==> src/rtl/conf_cal_pkg.sv <==
// ---------------------------------------------------------------------------
// conf_cal_pkg
// Shared types and constants for the inverter-strength calibration sequencer.
//   state_t    : sequencer FSM states
//   FLD_*      : index of each configuration field in the code register array
//   NUM_FIELDS : number of configuration fields trimmed per calibration run
// ---------------------------------------------------------------------------
package conf_cal_pkg;

    typedef enum logic [2:0] {
        IDLE   = 3'd0,
        SETTLE = 3'd1,
        SAMPLE = 3'd2,
        DECIDE = 3'd3,
        FINISH = 3'd4
    } state_t;

    localparam int NUM_FIELDS = 4;

    // Search order is field 0 first, then ascending.
    localparam logic [1:0] FLD_UP = 2'd0;  // INVU_PCONF
    localparam logic [1:0] FLD_UN = 2'd1;  // INVU_NCONF
    localparam logic [1:0] FLD_DP = 2'd2;  // INVD_PCONF
    localparam logic [1:0] FLD_DN = 2'd3;  // INVD_NCONF

endpackage

==> src/rtl/conf_fb_sync.sv <==
// ---------------------------------------------------------------------------
// conf_fb_sync
// Two-flop synchroniser for one asynchronous feedback bit.
//   clk : destination clock
//   rst : asynchronous active-high reset, clears both flops to 0
//   d   : asynchronous input
//   q   : synchronised output (two clk edges of latency)
// ---------------------------------------------------------------------------
module conf_fb_sync (
    input  logic clk,
    input  logic rst,
    input  logic d,
    output logic q
);

    logic meta_q, meta_d;
    logic sync_q, sync_d;

    always_comb begin
        meta_d = d;
        sync_d = meta_q;
    end

    always_ff @(posedge clk or posedge rst) begin
        if (rst) begin
            meta_q <= 1'b0;
            sync_q <= 1'b0;
        end else begin
            meta_q <= meta_d;
            sync_q <= sync_d;
        end
    end

    assign q = sync_q;

endmodule

==> src/rtl/conf_cal_ctrl.sv <==
// ---------------------------------------------------------------------------
// conf_cal_ctrl
// Closed-loop SAR calibration of the four inverter-strength code fields.
// For each trial bit: wait SETTLE_CYC cycles, collect SAMPLE_CNT samples of
// the synchronised feedback, keep the bit on a strict majority of ones.
//   CLK        : system clock, rising edge
//   RST        : asynchronous active-high reset
//   START      : calibration request (pulse or level), ignored while BUSY
//   O_INVU     : up-inverter feedback (async), steers the INVU fields
//   O_INVD     : down-inverter feedback (async), steers the INVD fields
//   INVU_PCONF : up-inverter P code       INVU_NCONF : up-inverter N code
//   INVD_PCONF : down-inverter P code     INVD_NCONF : down-inverter N code
//   BUSY       : calibration in progress
//   DONE       : calibration complete, held until next START or RST
// ---------------------------------------------------------------------------
module conf_cal_ctrl
    import conf_cal_pkg::*;
#(
    parameter int CONF_BITS  = 4,
    parameter int SETTLE_CYC = 16,
    parameter int SAMPLE_CNT = 8
) (
    input  logic                 CLK,
    input  logic                 RST,
    input  logic                 START,
    input  logic                 O_INVU,
    input  logic                 O_INVD,
    output logic [CONF_BITS-1:0] INVU_PCONF,
    output logic [CONF_BITS-1:0] INVU_NCONF,
    output logic [CONF_BITS-1:0] INVD_PCONF,
    output logic [CONF_BITS-1:0] INVD_NCONF,
    output logic                 BUSY,
    output logic                 DONE
);

    // One counter width serves both phases; the ones-counter must be able to
    // hold SAMPLE_CNT itself, hence the +1.
    localparam int CNT_MAX = (SETTLE_CYC > SAMPLE_CNT + 1) ? SETTLE_CYC : SAMPLE_CNT + 1;
    localparam int CW      = $clog2(CNT_MAX);
    localparam int BW      = (CONF_BITS > 1) ? $clog2(CONF_BITS) : 1;

    localparam logic [CW-1:0] SETTLE_LAST = CW'(SETTLE_CYC - 1);
    localparam logic [CW-1:0] SAMPLE_LAST = CW'(SAMPLE_CNT - 1);
    localparam logic [CW-1:0] HALF_CNT    = CW'(SAMPLE_CNT / 2);
    localparam logic [BW-1:0] BIT_MSB     = BW'(CONF_BITS - 1);

    state_t                                  state_q, state_d;
    logic [CW-1:0]                           cnt_q, cnt_d;
    logic [CW-1:0]                           ones_q, ones_d;
    logic [1:0]                              fld_q, fld_d;
    logic [BW-1:0]                           bit_q, bit_d;
    logic [NUM_FIELDS-1:0][CONF_BITS-1:0]    code_q, code_d;
    logic                                    busy_q, busy_d;
    logic                                    done_q, done_d;

    logic o_invu_s, o_invd_s;
    logic fb_sel;

    conf_fb_sync u_sync_invu (.clk(CLK), .rst(RST), .d(O_INVU), .q(o_invu_s));
    conf_fb_sync u_sync_invd (.clk(CLK), .rst(RST), .d(O_INVD), .q(o_invd_s));

    always_comb begin
        state_d = state_q;
        cnt_d   = cnt_q;
        ones_d  = ones_q;
        fld_d   = fld_q;
        bit_d   = bit_q;
        code_d  = code_q;
        busy_d  = busy_q;
        done_d  = done_q;

        // The two INVU fields are trimmed against the up-inverter, the rest
        // against the down-inverter.
        fb_sel = (fld_q == FLD_UP || fld_q == FLD_UN) ? o_invu_s : o_invd_s;

        unique case (state_q)
            IDLE, FINISH: begin
                if (START) begin
                    code_d                    = '0;
                    code_d[FLD_UP][BIT_MSB]   = 1'b1;
                    fld_d                     = FLD_UP;
                    bit_d                     = BIT_MSB;
                    cnt_d                     = '0;
                    ones_d                    = '0;
                    busy_d                    = 1'b1;
                    done_d                    = 1'b0;
                    state_d                   = SETTLE;
                end
            end
            SETTLE: begin
                if (cnt_q == SETTLE_LAST) begin
                    cnt_d   = '0;
                    state_d = SAMPLE;
                end else begin
                    cnt_d = cnt_q + 1'b1;
                end
            end
            SAMPLE: begin
                if (fb_sel) ones_d = ones_q + 1'b1;
                if (cnt_q == SAMPLE_LAST) begin
                    cnt_d   = '0;
                    state_d = DECIDE;
                end else begin
                    cnt_d = cnt_q + 1'b1;
                end
            end
            DECIDE: begin
                ones_d = '0;
                // A tie is treated as "feedback low": the trial bit is dropped.
                if (!(ones_q > HALF_CNT)) code_d[fld_q][bit_q] = 1'b0;
                if (bit_q != '0) begin
                    bit_d                = bit_q - 1'b1;
                    code_d[fld_q][bit_d] = 1'b1;
                    state_d              = SETTLE;
                end else if (fld_q != FLD_DN) begin
                    fld_d                   = fld_q + 2'd1;
                    bit_d                   = BIT_MSB;
                    code_d[fld_d][BIT_MSB]  = 1'b1;
                    state_d                 = SETTLE;
                end else begin
                    busy_d  = 1'b0;
                    done_d  = 1'b1;
                    state_d = FINISH;
                end
            end
            default: begin
                state_d = IDLE;
            end
        endcase
    end

    always_ff @(posedge CLK or posedge RST) begin
        if (RST) begin
            state_q <= IDLE;
            cnt_q   <= '0;
            ones_q  <= '0;
            fld_q   <= FLD_UP;
            bit_q   <= '0;
            code_q  <= '0;
            busy_q  <= 1'b0;
            done_q  <= 1'b0;
        end else begin
            state_q <= state_d;
            cnt_q   <= cnt_d;
            ones_q  <= ones_d;
            fld_q   <= fld_d;
            bit_q   <= bit_d;
            code_q  <= code_d;
            busy_q  <= busy_d;
            done_q  <= done_d;
        end
    end

    assign INVU_PCONF = code_q[FLD_UP];
    assign INVU_NCONF = code_q[FLD_UN];
    assign INVD_PCONF = code_q[FLD_DP];
    assign INVD_NCONF = code_q[FLD_DN];
    assign BUSY       = busy_q;
    assign DONE       = done_q;

endmodule

==> config.mk <==
export PLATFORM = sky130hd
export DESIGN_NAME = conf_cal_ctrl
export DESIGN_NICKNAME = d
export VERILOG_FILES = /design/src/rtl/conf_cal_pkg.sv /design/src/rtl/conf_fb_sync.sv /design/src/rtl/conf_cal_ctrl.sv
export SDC_FILE = /design/constraint.sdc
export NUM_CORES = 1
export LEC_CHECK = 0
export CORE_MARGIN = 4
export CORE_UTILIZATION = 66
export CTS_BUF_LIST = sky130_fd_sc_hd__clkbuf_4
export DETAILED_ROUTE_END_ITERATION = 12
export DONT_BUFFER_PORTS = 1
export PLACE_DENSITY = 0.93
export REMOVE_ABC_BUFFERS = 1
export SYNTH_ARGS = -nofsm -noshare
export SYNTH_HDL_FRONTEND = slang
export SYNTH_SLANG_ARGS = --single-unit
==> constraint.sdc <==
create_clock -name CLK -period 3.7 [get_ports CLK]
set_clock_uncertainty 0.05 [all_clocks]
set_input_delay 0.925 -clock CLK [delete_from_list [all_inputs] [get_ports CLK]]
set_output_delay 0.925 -clock CLK [all_outputs]
set_load 0.01 [all_outputs]
# Word level (Yosys, flattened, before mapping)
# Index checks and enable logic that the tools add are counted.
[classes] n_addsub=4 n_lt_le_gt_ge=9 n_eq_ne=16 muxes=45 bitwise=4 n_reduce_logical=19
[op_table] operator="$mux 16" n=5
[op_table] operator="$or 16x16->16" n=2
[op_table] operator="$pmux 16 s2" n=1
[op_table] operator="$mux 4" n=7
[op_table] operator="$demux 4 s2" n=3
[op_table] operator="$pmux 4 s3" n=2
[op_table] operator="$and 16x16->16" n=1
[op_table] operator="$ne 2x2->1 const B" n=8
[op_table] operator="$not 16->16" n=1
[op_table] operator="$mux 3" n=5
[op_table] operator="$lt 2x3->1 const B" n=4
[op_table] operator="$mux 2" n=6
[op_table] operator="$pmux 3 s4" n=1
[op_table] operator="$mux 1" n=9
[op_table] operator="$reduce_and 3->1" n=3
[op_table] operator="$add 4x1->4 const B" n=2
[op_table] operator="$ge 2x1->1 const B" n=4
[op_table] operator="$pmux 2 s2" n=2
[op_table] operator="$reduce_and 4->1" n=2
[op_table] operator="$eq 3x2->1 const B" n=2
[op_table] operator="$reduce_bool 3->1" n=2
[op_table] operator="$demux 1 s2" n=2
[op_table] operator="$eq 4x3->1 const B" n=1
[op_table] operator="$eq 4x4->1 const B" n=1
[op_table] operator="15 further kinds" n=21
[totals] regBits=37 inputBits=5 output_inout_bits=18 elab_cells=112

# Longest topological paths before layout
# Gate-level depths: netlist (run 1).
[logic_depth] word_depth=14 ltp_mapped=7 mapped_depth_nobuf=6

# Hierarchy
# From an unflattened synthesis (run 1), not the netlist that was laid out.
[unflattened] cells_unflattened=220 area_unflattened_um2=2168.3
[modules_own_cells] module="conf_cal_ctrl" instances=1 cells_each=214 area_per_inst_um2=2060.7 seq_area_each_um2=825.8
[modules_own_cells] module="conf_fb_sync" instances=2 cells_each=3 area_per_inst_um2=53.8 seq_area_each_um2=50.0

# Worst setup path before layout (run 1)
# No wires, ideal clock.
[synth_path] kind="input port to flip-flop" start="input port START" end="register ones_q[0]" setup_ps=125 arrival_ps=1840 t_required_ps=3525 setup_slack_ps=1685 stages=4 n_path_buf=1 path_cell_list="or3b_1 > buf_2 > a22o_1 > mux2_2"
[synth_between] elab_chain_len=2
[synth_rtl] element="start: declaration" line="conf_cal_ctrl.sv:25" source="input logic START,"
[synth_rtl] element="$ne 2x2->1 (no line)"
[synth_rtl] element="$reduce_and 3->1 (no line)"
[synth_rtl] element="end signal: assignment" line="conf_cal_ctrl.sv:145" source="ones_q <= ones_d;"
[synth_rtl] element="end: declaration" line="conf_cal_ctrl.sv:49" source="logic [CW-1:0] ones_q, ones_d;"
# No other way between the ends.
# A chain may end at the register's enable or synchronous reset.

# Worst setup path in the final report (run 1)
[layout_path] start="register fld_q[0]" end="register ones_q[0]"
[layout_between] elab_chain_len=5 word_cells_on_any_way=6 cone_classes="eq/ne (2); mux (1); reduce/logical (3)"
[layout_rtl] element="start: declaration" line="conf_cal_ctrl.sv:50" source="logic [1:0] fld_q, fld_d;"
[layout_rtl] element="start signal: assignment" line="conf_cal_ctrl.sv:146" source="fld_q <= fld_d;"
[layout_rtl] element="$eq 2x1->1 or $logic_not 2->1 (tied branches)" line="conf_cal_ctrl.sv:74" source="fb_sel = (fld_q == FLD_UP || fld_q == FLD_UN) ? o_invu_s : o_invd_s;"
[layout_rtl] element="$logic_or 1x1->1 (*)" line="conf_cal_ctrl.sv:74"
[layout_rtl] element="$mux 1 (*)" line="conf_cal_ctrl.sv:74"
[layout_rtl] element="$ne 2x2->1 (no line) (*)"
[layout_rtl] element="$reduce_and 3->1 (no line) (*)"
# Every way passes the cells marked *; elsewhere a longest branch is shown, timed or not.

==> results of run 1 <==
==> report_power, final <==
| group | switching (mW) | internal (mW) |
|---|---|---|
| clock | 0.134 | 0.148 |
| combinational | 0.0870 | 0.0533 |
| sequential | 0.0496 | 0.431 |
==> cell usage in the layout, fill, tap and decap left out, types with 2 or more instances in the layout <==
| cell | netlist | final |
|---|---|---|
| nor2b_1 | 3 | 3 |
| clkbuf_4 | 0 | 6 |
| inv_1 | 12 | 12 |
| o22ai_1 | 3 | 3 |
| nor4b_2 | 2 | 2 |
| a32o_1 | 8 | 8 |
| nor2_1 | 9 | 9 |
| a31oi_1 | 3 | 3 |
| a22o_1 | 3 | 3 |
| o41ai_1 | 2 | 2 |
| nand3_1 | 5 | 5 |
| nor3_1 | 6 | 6 |
| o21a_1 | 3 | 3 |
| nand2_1 | 26 | 26 |
| nor3b_1 | 4 | 4 |
| nand2b_1 | 3 | 3 |
| ha_1 | 14 | 14 |
| dfrtp_1 | 37 | 37 |
| a311oi_1 | 3 | 3 |
| mux2i_1 | 3 | 3 |
| o211ai_1 | 2 | 2 |
| o21ai_0 | 15 | 15 |
| a21oi_1 | 11 | 11 |
| o31ai_1 | 2 | 2 |
==> cell families after synthesis <==
family / after synthesis / share of synthesized area (%)
buffers and inverters: 28 / 5.76
muxes: 4 / 1.98
xor gates and xnor gates: 2 / 0.839
AOI/OAI and AO/OA: 63 / 21.2
adders and majority gates: 14 / 8.39
DFF: 37 / 44.4
and+or+nand+nor: 66 / 17.5
==> critical path, delay by kind of cell, from the launching register on <==
kind                     cells  cell delay [ps]
AND/OR/NAND/NOR              2              520
flip-flops                   1              510
adder cells (fa/ha/maj)      1              360
multiplexers                 1              260
AO/OA/AOI/OAI                1              210
buffers and inverters        1              130
==> stage by stage <==
step	power [mW]	utilization (%)	hold WS [ps]
after floorplan	0.586	-	281
after global placement	0.615	68.5	282
after detailed placement	0.626	68.5	287
after CTS	0.905	71.1	312
after global routing	0.954	71.1	329
final	0.903	71.1	312
==> routing by layer <==
metal | global-route usage (%) | share of wire (%) | wire [um]
met4 | 8.97 | 2.0 | 87
met2 | 39.9 | 52 | 2320
met3 | 5.98 | 5.5 | 244
met1 | 27.9 | 41 | 1800
met5 | 0 | 0 | 0
==> layout make-up <==
type | count | area [um^2] | share of cell area [%]
Clock buffer | 6 | 45.0 | 2.09
Clock inverter | 2 | 33.8 | 1.57
Inverter | 12 | 45.0 | 2.09
Multi-Input combinational cell | 149 | 1040 | 48.3
Sequential cell | 37 | 926 | 43.0
Tap cell | 44 | 55.1 | 2.56
Timing Repair Buffer | 1 | 7.51 | 0.349
==> flip-flops by register name (all words and copies together) (netlist names), 2 cells and up <==
name	flops
INVD_NCONF	4
cnt_q	4
INVU_PCONF	4
INVD_PCONF	4
fld_q	2
state_q	3
ones_q	4
bit_q	2
INVU_NCONF	4
==> path summary, 6_finish.rpt <==
kind | to | cells past startpoint | slack [ps] | from
max | ones_q[0] | 6 | 1550 | fld_q[0]
min | u_sync_invd.q | 0 | 310 | u_sync_invd.meta_q
max reg2reg | ones_q[0] | 6 | 1550 | fld_q[0]
min reg2reg | u_sync_invd.q | 0 | 310 | u_sync_invd.meta_q
max in group asynchronous | state_q[1] | 2 | 2760 | RST
min in group asynchronous | INVU_NCONF[3] | 2 | 510 | RST
==> out/qor.csv, run 1 <==
metric;value;unit
status;completed;
synth_area_leaders;dfrtp_1, ha_1, nand2_1;
antennaDiodeCount;0;
slew_viol_final;0;
syn_area;2090;um^2
slew_headroom;56.9;%
arrival;2330;ps
synth-main-ff-cell;dfrtp_1;
setup_viol;0;
synthToLayoutAreaGrowth;3.18;%
gp_congestion;0.847;
cts_buffers;5;
dr.pass1.iters;4;
synth_edf_count;0;
grt_overflow_total;0;
syn-instance-count;214;
cts.clk_slew.worst_paths;120;ps
dp_hpwl;3070;um
num-nets-final;225;
io-pin-count;23;
peakVddDrop;327;uV
timing.final.crit_period;2150;ps
grt_max_degree;38;
place_ws;1460;ps
grt_pass1_wl;7420;um
fp.dieW;64.2;um
via_per_inst;6.49;
ys_seq_area_share;44.4;%
fin_setup_tns;0;ps
path_max_fanout;10;
die_y;64.2;um
coreArea;3030;um^2
cp.required;3880;ps
h-tree-depth;2;
place_area;2070;um^2
insertion_delay;350;ps
crit_chain;inv_1, ha_1, nor3b_1, nor2_1, a22o_1, mux2_2;
drt_iter0_drc;122;
drt-total-wl;4450;um
initial_core_util;68.9;%
vias;1630;
cts.sinks;37;
p_leak;0.924;nW
cts_setup_buffers;0;
cts_resized;0;
ant_nets;0;
dp_cells;243;
cts_max_path_buffers;2;
rows;20;
worst_slack;1550;ps
layout-drive-gt1-share;6.28;%
cpPeakStageDelay;510;ps
num-fill-cells;217;
grt_antenna_before_repair;0;
yosysUniqueCellTypes;47;
tightest_slew;647;ps
design_area;2150;um^2
drcViolationCount;0;
p_per_area;419;nW/um^2
wl_per_cell;17.7;um
synth_top_area_share;44.4;%
hold_viol_final;0;
finalNonFillerCells;251;
cp_slowest_cell;dfrtp_1;
synth_most_common_cell;dfrtp_1;
ys_top_cells_by_count;dfrtp_1, nand2_1, o21ai_0, ha_1, inv_1;
grt_pass1_vias;1621;
syn_avg_cell_area;9.75;um^2
grt_setup_unrepaired;no;
yosys_register_bits;37;
cp-start-kind;register;
grt_usage;23.3;%
design.die.area;4130;um^2
hold_path.class;register to register;
clock-root-buffer;clkbuf_4;
cap_violations;0;
crit_type;register to register;
yosysWarnings;0;
end_kind;register;
portBuffers;0;
fmax;465;MHz
netlist.top_cell.by_area;dfrtp_1;
cts_tree;yes;
finalCritPeriodShare;58.1;%
cts_hold_buf;0;
synthArstFlopShare;100;%
Note: power is estimated with default switching activity, not from simulation.
==> inputs of run 2 (changes only) <==
--- a/config.mk
+++ b/config.mk
@@ -6,11 +6,11 @@
 export NUM_CORES = 1
 export LEC_CHECK = 0
 export CORE_MARGIN = 4
-export CORE_UTILIZATION = 66
+export CORE_UTILIZATION = 59
 export CTS_BUF_LIST = sky130_fd_sc_hd__clkbuf_4
 export DETAILED_ROUTE_END_ITERATION = 12
 export DONT_BUFFER_PORTS = 1
-export PLACE_DENSITY = 0.93
+export PLACE_DENSITY = 0.89
 export REMOVE_ABC_BUFFERS = 1
 export SYNTH_ARGS = -nofsm -noshare
 export SYNTH_HDL_FRONTEND = slang
==> constraint.sdc (replaced) <==
create_clock -name CLK -period 1.8 [get_ports CLK]
set_clock_uncertainty 0.05 [all_clocks]
set_input_delay 0.45 -clock CLK [delete_from_list [all_inputs] [get_ports CLK]]
set_output_delay 0.45 -clock CLK [all_outputs]
set_load 0.01 [all_outputs]
==> run 2 against run 1 <==
Compared with the run above: maximum frequency up 28%; global-route usage is 0.35 points lower; cell count up 6.8%; critical path depth stayed put; clock-buffer cell count down 1; hold slack worse by 280 ps; core utilization shrank 2.4 points; first-iteration DRC count grew 27%; design area up 7.4%; highest routed layer unchanged.
==> out/qor.csv, run 2 (synthesis gave the netlist of run 1 again) <==
metric;value;unit;change
cap_violations;0;;unchanged
layout_common_cells;dfrtp_1, nand2_1, buf_4;;
vias;1715;;+5.2%
cts_hold_buf;0;;unchanged
slew_viol_final;0;;unchanged
die_y;67.5;um;+5.1%
p_leak;1.01;nW;+9.2%
path_max_fanout;3;;-7
cp.required;1990;ps;-1890 ps
layout-drive-gt1-share;16.2;%;+9.9 points
grt_antenna_before_repair;0;;unchanged
multi_input_area;1060;um^2;+1.8%
drcViolationCount;0;;unchanged
grt_pass1_vias;1700;;+4.9%
h-tree-depth;2;;unchanged
p_per_area;874;nW/um^2;+110%
design_area;2310;um^2;+7.4%
layout_commonest_cell;dfrtp_1;;
cts_tree;yes;;
fin_hold_ws;29.3;ps;-283 ps
grt_usage;22.9;%;-0.35 points
cp-start-kind;register;;
antennaDiodeCount;0;;unchanged
initial_core_util;62.1;%;-6.9 points
ant_nets;0;;unchanged
dr.pass1.iters;4;;unchanged
io-pin-count;23;;unchanged
dp_hpwl;3240;um;+5.8%
hold_viol_final;0;;unchanged
num-nets-final;240;;+6.7%
cts_buffers;5;;unchanged
fp.dieW;67.5;um;+5.1%
portBuffers;0;;unchanged
cts.sinks;37;;unchanged
end_kind;register;;
area.sequential;927;um^2;+0.14%
grt_overflow_total;0;;unchanged
grt_max_degree;38;;unchanged
rows;21;;+5.0%
clock-root-buffer;clkbuf_4;;
synthToLayoutAreaGrowth;10.8;%;
wl_per_cell;17.3;um;-2.6%
worst_slack;113;ps;-1440 ps
via_per_inst;6.40;;-1.5%
place_ws;48.7;ps;-1410 ps
coreArea;3360;um^2;+11%
num-fill-cells;269;;+24%
drt-total-wl;4630;um;+4.0%
finalCritPeriodShare;93.7;%;+36 points
design.die.area;4550;um^2;+10%
grt_pass1_wl;7890;um;+6.3%
hold_path.class;primary input to asynchronous set/reset pin;;
insertion_delay;350;ps;about the same
status;completed;;
setup_viol;0;;unchanged
peakVddDrop;740;uV;+130%
drt_iter0_drc;155;;+27%
crit_type;register to register;;
cts.clk_slew.worst_paths;120;ps;about the same
cpPeakStageDelay;390;ps;-120 ps
slew_headroom;65.0;%;+8.1 points
crit_chain;inv_1, ha_1, nor3b_2, nor2_1, a22o_1, mux2_2;;
tightest_slew;524;ps;-123 ps
timing.final.crit_period;1690;ps;-464 ps
arrival;1880;ps;-450 ps
fmax;593;MHz;+28%
place_area;2170;um^2;+4.8%
gp_congestion;0.865;;+2.0%
path_buf_inv;1;;unchanged
worst_path_dominant_cell_family;flip-flops;;
cts_max_path_buffers;2;;unchanged
cp_slowest_cell;dfrtp_1;;
==> run 2: metrics by stage <==
step | utilization [%] | instances | setup TNS [ps] | total power, mW
3_5_place_dp | 64.7 | 258 | 0 | 1.32
6_report | 68.8 | 268 | 0 | 2.02
4_1_cts | 67.7 | 266 | 0 | 2.02
2_1_floorplan | - | 198 | -19.7 | 1.20
3_3_place_gp | 64.7 | 258 | 0 | 1.30
5_1_grt | 68.8 | 268 | -49.0 | 2.14
==> run 2: path summary, 6_finish.rpt <==
path / end / slack (ps) / depth (start not counted) / start
setup / recovery: ones_q[0] / 110 / 6 / fld_q[0]
hold / removal: INVU_NCONF[2] / 30 / 2 / RST
setup reg to reg: ones_q[0] / 110 / 6 / fld_q[0]
hold reg to reg: u_sync_invu.q / 310 / 0 / u_sync_invu.meta_q
max in group asynchronous: state_q[0] / 1330 / 2 / RST
min in group CLK: u_sync_invd.meta_q / 70 / 0 / O_INVD
==> run 2: what timing repair did <==
action	4_1_cts	5_1_grt
setup buffers	0	2
resized for setup	0	7
setup endpoints to repair	0	9
endpoints found under the hold margin	0	0
==> run 2: power by group <==
group          total (mW)  switching (mW)  internal [mW]
logic               0.342           0.208          0.134
registers           0.967          0.0788          0.888
clock network       0.711           0.281          0.430
==> run 2: routing by layer <==
layer / GRT usage, % / up-vias / wire [um]
met5: 0 / - / 0
met4: 7.85 / 0 / 75
met3: 5.16 / 11 / 298
met2: 37.1 / 70 / 2290
met1: 30.2 / 844 / 1970
li1: - / 790 / -
==> run 2: final cells by class <==
cell class / count / share of cell area [%]
flip-flops and latches: 37 / 40.1
inverters: 12 / 1.95
multi-input cells: 149 / 45.8
well taps: 46 / 2.49
clock buffers: 5 / 1.62
clock inverters: 3 / 2.81
repair buffers: 16 / 5.19
